<file path="src/rtl/apb_bridge_pkg.sv">
// Shared types for the AHB-to-APB bridge: controller state encoding and AHB response codes.
package apb_bridge_pkg;

  typedef enum logic [2:0] {
    IDLE   = 3'd0,
    WWAIT  = 3'd1,
    SETUP  = 3'd2,
    ACCESS = 3'd3,
    ERR1   = 3'd4,
    ERR2   = 3'd5
  } apb_state_t;

  localparam logic HRESP_OKAY  = 1'b0;
  localparam logic HRESP_ERROR = 1'b1;

endpackage

</file>
<file path="src/rtl/apb_wait_timer.sv">
// Wait-state counter for the APB ACCESS phase; flags expiry on the TIMEOUT-th consecutive wait cycle.
// Latency: expired is combinational from the current count and count_en.
// Backpressure: none; counter saturates, TIMEOUT=0 never expires.
module apb_wait_timer #(
  parameter int TIMEOUT = 16
) (
  input  logic Hclk,
  input  logic Hresetn,
  input  logic clear,
  input  logic count_en,
  output logic expired
);

  localparam int CW = (TIMEOUT > 0) ? $clog2(TIMEOUT + 1) : 1;
  localparam logic [CW-1:0] LAST = CW'((TIMEOUT > 0) ? TIMEOUT - 1 : 0);

  logic [CW-1:0] cnt;

  always_ff @(posedge Hclk or negedge Hresetn) begin
    if (!Hresetn) begin
      cnt <= '0;
    end else if (clear) begin
      cnt <= '0;
    end else if (count_en && (cnt != '1)) begin
      cnt <= cnt + 1'b1;
    end
  end

  // cnt holds the wait cycles already spent, so the current one is cnt+1
  assign expired = (TIMEOUT != 0) && count_en && (cnt == LAST);

endmodule

</file>
<file path="src/rtl/apb_ctrl_param.sv">
// Parametrised APB master controller with wait-state, slave-error and timeout handling.
// Latency: read 2 / write 3 Hreadyout-low cycles at zero wait, +1 per Pready-low cycle.
// Backpressure: Hreadyout low while busy; AHB inputs ignored until it returns high.
module apb_ctrl_param #(
  parameter int ADDR_W  = 32,
  parameter int DATA_W  = 32,
  parameter int NSLV    = 3,
  parameter int TIMEOUT = 16
) (
  input  logic              Hclk,
  input  logic              Hresetn,
  input  logic              valid,
  input  logic              Hwrite,
  input  logic [ADDR_W-1:0] Haddr,
  input  logic [DATA_W-1:0] Hwdata,
  input  logic [NSLV-1:0]   tempselx,
  input  logic              Pready,
  input  logic              Pslverr,
  input  logic [DATA_W-1:0] Prdata,
  output logic              Hreadyout,
  output logic              Hresp,
  output logic [DATA_W-1:0] Hrdata,
  output logic [ADDR_W-1:0] Paddr,
  output logic [DATA_W-1:0] Pwdata,
  output logic              Pwrite,
  output logic              Penable,
  output logic [NSLV-1:0]   Pselx
);
  import apb_bridge_pkg::*;

  apb_state_t    state;
  logic [NSLV-1:0] sel_q;
  logic          accept;
  logic          sel_zero;
  logic          tmr_clear;
  logic          tmr_count;
  logic          tmr_expired;

  // Hreadyout is high exactly in IDLE and ERR2, the two states that may accept
  assign accept    = valid && Hreadyout;
  assign sel_zero  = (tempselx == '0);
  assign tmr_clear = (accept && !sel_zero && !Hwrite) || (state == WWAIT);
  assign tmr_count = (state == ACCESS) && !Pready;

  apb_wait_timer #(.TIMEOUT(TIMEOUT)) u_timer (
    .Hclk     (Hclk),
    .Hresetn  (Hresetn),
    .clear    (tmr_clear),
    .count_en (tmr_count),
    .expired  (tmr_expired)
  );

  always_ff @(posedge Hclk or negedge Hresetn) begin
    if (!Hresetn) begin
      state     <= IDLE;
      Hreadyout <= 1'b1;
      Hresp     <= HRESP_OKAY;
      Penable   <= 1'b0;
      Pselx     <= '0;
      Pwrite    <= 1'b0;
      Paddr     <= '0;
      Pwdata    <= '0;
      Hrdata    <= '0;
      sel_q     <= '0;
    end else begin
      case (state)
        IDLE, ERR2: begin
          Hresp <= HRESP_OKAY;
          if (accept) begin
            Paddr     <= Haddr;
            Pwrite    <= Hwrite;
            sel_q     <= tempselx;
            Hreadyout <= 1'b0;
            if (sel_zero) begin
              state <= ERR1;
              Hresp <= HRESP_ERROR;
            end else if (Hwrite) begin
              state <= WWAIT;
            end else begin
              state <= SETUP;
              Pselx <= tempselx;
            end
          end else begin
            state     <= IDLE;
            Hreadyout <= 1'b1;
          end
        end
        WWAIT: begin
          Pwdata <= Hwdata;
          Pselx  <= sel_q;
          state  <= SETUP;
        end
        SETUP: begin
          Penable <= 1'b1;
          state   <= ACCESS;
        end
        ACCESS: begin
          if (Pready || tmr_expired) begin
            Penable <= 1'b0;
            Pselx   <= '0;
            if (Pready && !Pslverr) begin
              state     <= IDLE;
              Hreadyout <= 1'b1;
              if (!Pwrite) begin
                Hrdata <= Prdata;
              end
            end else begin
              state <= ERR1;
              Hresp <= HRESP_ERROR;
            end
          end
        end
        ERR1: begin
          state     <= ERR2;
          Hreadyout <= 1'b1;
        end
        default: begin
          state     <= IDLE;
          Hreadyout <= 1'b1;
          Hresp     <= HRESP_OKAY;
          Penable   <= 1'b0;
          Pselx     <= '0;
        end
      endcase
    end
  end

endmodule
</file>
<file path="config.mk">
export PLATFORM = sky130hd
export DESIGN_NAME = apb_ctrl_param
export DESIGN_NICKNAME = d
export VERILOG_FILES = /design/src/rtl/apb_bridge_pkg.sv /design/src/rtl/apb_wait_timer.sv /design/src/rtl/apb_ctrl_param.sv
export SDC_FILE = /design/constraint.sdc
export NUM_CORES = 1
export LEC_CHECK = 0
export CORE_UTILIZATION = 45
export CTS_CLUSTER_SIZE = 8
export DETAILED_ROUTE_END_ITERATION = 6
export PLACE_DENSITY = 0.85
export SYNTH_ARGS = -nofsm -noshare
export SYNTH_HDL_FRONTEND = slang
export SYNTH_SLANG_ARGS = --single-unit
</file>
<file path="constraint.sdc">
create_clock -name Hclk -period 5 [get_ports Hclk]
set_input_delay 1 -clock Hclk [delete_from_list [all_inputs] [get_ports Hclk]]
set_output_delay 1 -clock Hclk [all_outputs]
set_load 0.01 [all_outputs]
</file>
==> impl_metrics.tcl <==
set metrics [dict create \
    synth_simple_gate_area_share_pct 4.57 \
    critPathMaxFanout 32 \
    place_area_um2 6860 \
    worst_pin_slew_ns 1.03 \
    yosys.cell_count.top_type "dfrtp_1" \
    grt_first_pass_wirelength_um 19500 \
    synth_fp_nets 426 \
    drv_slew 0 \
    rows 36 \
    finalSetupViolations 0 \
    reg2reg_depth 3 \
    ys_types 35 \
    clockRootBuffer "clkbuf_8" \
    clk_latency_ns 0.52 \
    grt_antenna_before_repair 0 \
    final_util_pct 74.3 \
    first_pass_iters 4 \
    synth_edf_count 0 \
    synthMuxAreaShare_pct 26.5 \
    avgSynthCellArea_um2 14.8 \
    die_area_um2 10900 \
    path_class "in -> reg" \
    synthesis.area_um2 4710 \
    io_pins 208 \
    grt_pass1_vias 3692 \
    crit_end "Hrdata[11]$_DFFE_PN0P_" \
    clk_path_buf_depth 2 \
    leakage_nw 3.24 \
    synth-compound-area-share_pct 3.48 \
    cts_tree "yes" \
    grt_usage_pct 23.7 \
    slowest_stage "or4_2" \
    clock-sinks 114 \
    routabilityCongestion 0.814 \
    drt-wirelength-per-cell_um 17.9 \
    drt_iter0_drc 183 \
    yosys_warnings 0 \
    cts_hold_buf 0 \
    end_kind "flop" \
    irDropWorstVdd_v 0.000461 \
    synth-seq-cells 114 \
    crit_chain "clkdlybuf4s50_1 > nand2b_1 > or4_2 > mux2_4" \
    status "finished, final reports clean" \
    startpoint "Pready" \
    routed_wl_um 12000 \
    ctsHtreeMaxLevel 4 \
    coreArea_um2 9950 \
    drtAntennaViolNets 0 \
    ys_async_sr_fraction_pct 100 \
    start_kind "primary input" \
    route.detailed.drc 0 \
    initial_core_util_pct 47.3 \
    die_w_um 104 \
    cts_resized 0 \
    synth_top_cell_area_share_pct 60.0 \
    syn2layout_area_growth_pct 56.9 \
    synth_top_family_by_area "multiplexers" \
    port_buffers 207 \
    period_needed_ns 2.83 \
    setup-tns-final_ns 0 \
    rsz0062_at_grt "false" \
    arrival_ns 3.22 \
    p_per_area_nw_per_um2 657 \
    clk_transition_reported_paths_ns 0.05 \
    max_freq_ghz 0.354 \
    grt_max_degree 78 \
    hold_viol_final 0 \
    ys_seq_area_share_pct 60.6 \
    rrSetupSlack_ns 2.47 \
    finalCritPeriodShare_pct 56.6 \
    ys_top_cells_by_count "dfrtp_1 (113), mux2_2 (68), mux2_4 (30), nor2_1 (12), buf_2 (11)" \
    worst_slew_margin_rel_pct 31.5 \
    required_ns 5.39 \
    maxCapViolCount 0 \
    netlist_instances 318 \
    synthFlopType "dfrtp_1" \
    post-cts-setup-buffers 0 \
    cpPeakStageDelay_ns 1.05 \
    grt-ovfl-total 0 \
    r2r-start "state[0]$_DFFE_PN0P_" \
    hpwl_um 8420 \
    synthTopCellsByArea "dfrtp_1 (60%), mux2_2 (16%), mux2_4 (9.6%), buf_2 (1.2%), xnor2_1 (1.1%)" \
    final_area_um2 7390 \
    drive_above_1_share_pct 24.5 \
    r2r_end "Hrdata[11]$_DFFE_PN0P_" \
    min_from "Pwdata[13]$_DFFE_PN0P_" \
    vias 3381 \
    cts_made_buffers 17 \
    fin_nets 635 \
    antenna_cells 0 \
    min_path_type "reg -> reg" \
    synth_fa_ha_area_share_pct 0.797 \
    die_h_um 104 \
    yosysTopAreaCell "dfrtp_1" \
    skew_ns 0.00954 \
    via_per_inst 5.03 \
    synth_xor_area_share_pct 1.12 \
]
where the power goes:
group          switching, W  leakage, nW  internal, W
clock              0.000390        0.271     0.000680
combinational      0.000773         1.59      0.00134
sequential         0.000299         1.38      0.00138
total               0.00146         3.24      0.00340
sequential cells by signal (all words and copies together), names as in the netlist:
signal       cells
Hreadyout        1
sel_q            3
Pselx            3
Pwdata          32
Paddr           32
Hrdata          32
Hresp            1
state            3
Penable          1
Pwrite           1
u_timer.cnt      5
stage by stage:
stage	power [W]	cells	setup WS (ns)	hold WS [ns]
3_3_place_gp	0.00371	641	1.71	0.488
3_5_place_dp	0.00380	641	1.67	0.494
6_report	0.00486	672	2.17	0.503
2_1_floorplan	0.00267	318	2.77	0.481
4_1_cts	0.00491	672	2.21	0.506
5_1_grt	0.00513	672	2.13	0.522
critical path, delay by kind of cell:
family | cells | cell delay, ns
multiplexers | 1 | 0.47
AND/OR/NAND/NOR | 2 | 1.15
buffers and inverters | 1 | 0.57
worst min path at each step:
| stage | to | slack (ns) | depth (start not counted) |
|---|---|---|---|
| finish | Pwdata[13]$_DFFE_PN0P_ | 0.50 | 1 |
| detailed placement | Hrdata[23]$_DFFE_PN0P_ | 0.49 | 1 |
| global placement | Pwdata[24]$_DFFE_PN0P_ | 0.49 | 1 |
| global route | Paddr[20]$_DFFE_PN0P_ | 0.52 | 1 |
| floorplan | sel_q[2]$_DFFE_PN0P_ | 0.48 | 1 |
| CTS | Pwdata[13]$_DFFE_PN0P_ | 0.51 | 1 |
logic make-up (layout without fill, tap and decap cells):
logic type               after synthesis  count (layout)
XOR/XNOR                               6               6
AO/OA/AOI/OAI                         25              25
flip-flops                           114             114
AND/OR/NAND/NOR                       41              41
adder cells (fa/ha/maj)                3               3
buffers and inverters                 28             249
multiplexers                         101             101
placed cells by master (no fill, tap or decap):
| master | n |
|---|---|
| clkdlybuf4s50_1 | 206 |
| dfrtp_1 | 113 |
| mux2_2 | 68 |
| mux2_4 | 30 |
| clkbuf_16 | 16 |
| nor2_1 | 12 |
| inv_1 | 8 |
| nand2_1 | 8 |
| clkbuf_8 | 7 |
| a21oi_1 | 6 |
| o21ai_0 | 6 |
| xnor2_1 | 6 |
| clkinv_2 | 5 |
| and3_1 | 4 |
| nand2b_1 | 4 |
| buf_4 | 4 |
| a31oi_1 | 3 |
| o32ai_1 | 3 |
| and4_1 | 3 |
| mux2i_1 | 3 |
| ha_1 | 3 |
| clkbuf_1 | 3 |
| and2_1 | 2 |
| nor3_1 | 2 |
| a32oi_1 | 2 |
| dfstp_2 | 1 |
| nor2b_1 | 1 |
| and3b_1 | 1 |
| or3_1 | 1 |
| a22oi_1 | 1 |
| or4_2 | 1 |
| o21a_1 | 1 |
| a311o_1 | 1 |
| nand3b_1 | 1 |
| a22o_1 | 1 |
| nand3_1 | 1 |
| a211oi_1 | 1 |
area by class of cell:
type | count | area [um^2]
clock buffer | 26 | 508
clock inverter | 5 | 25.0
multi-input combinational | 176 | 1720
tap | 133 | 166
timing repair buffer | 210 | 2090
sequential | 114 | 2850
fill | 638 | 2560
inverter | 8 | 30.0
routing by layer:
metal	global-route usage, %	part of all wire, %	vias up
li1	-	-	1540
met4	10.6	2.3	0
met5	0	0	-
met1	26.6	39	1627
met2	38.3	48	190
met3	11.2	11	24
Power figures use the tool's default switching activity.
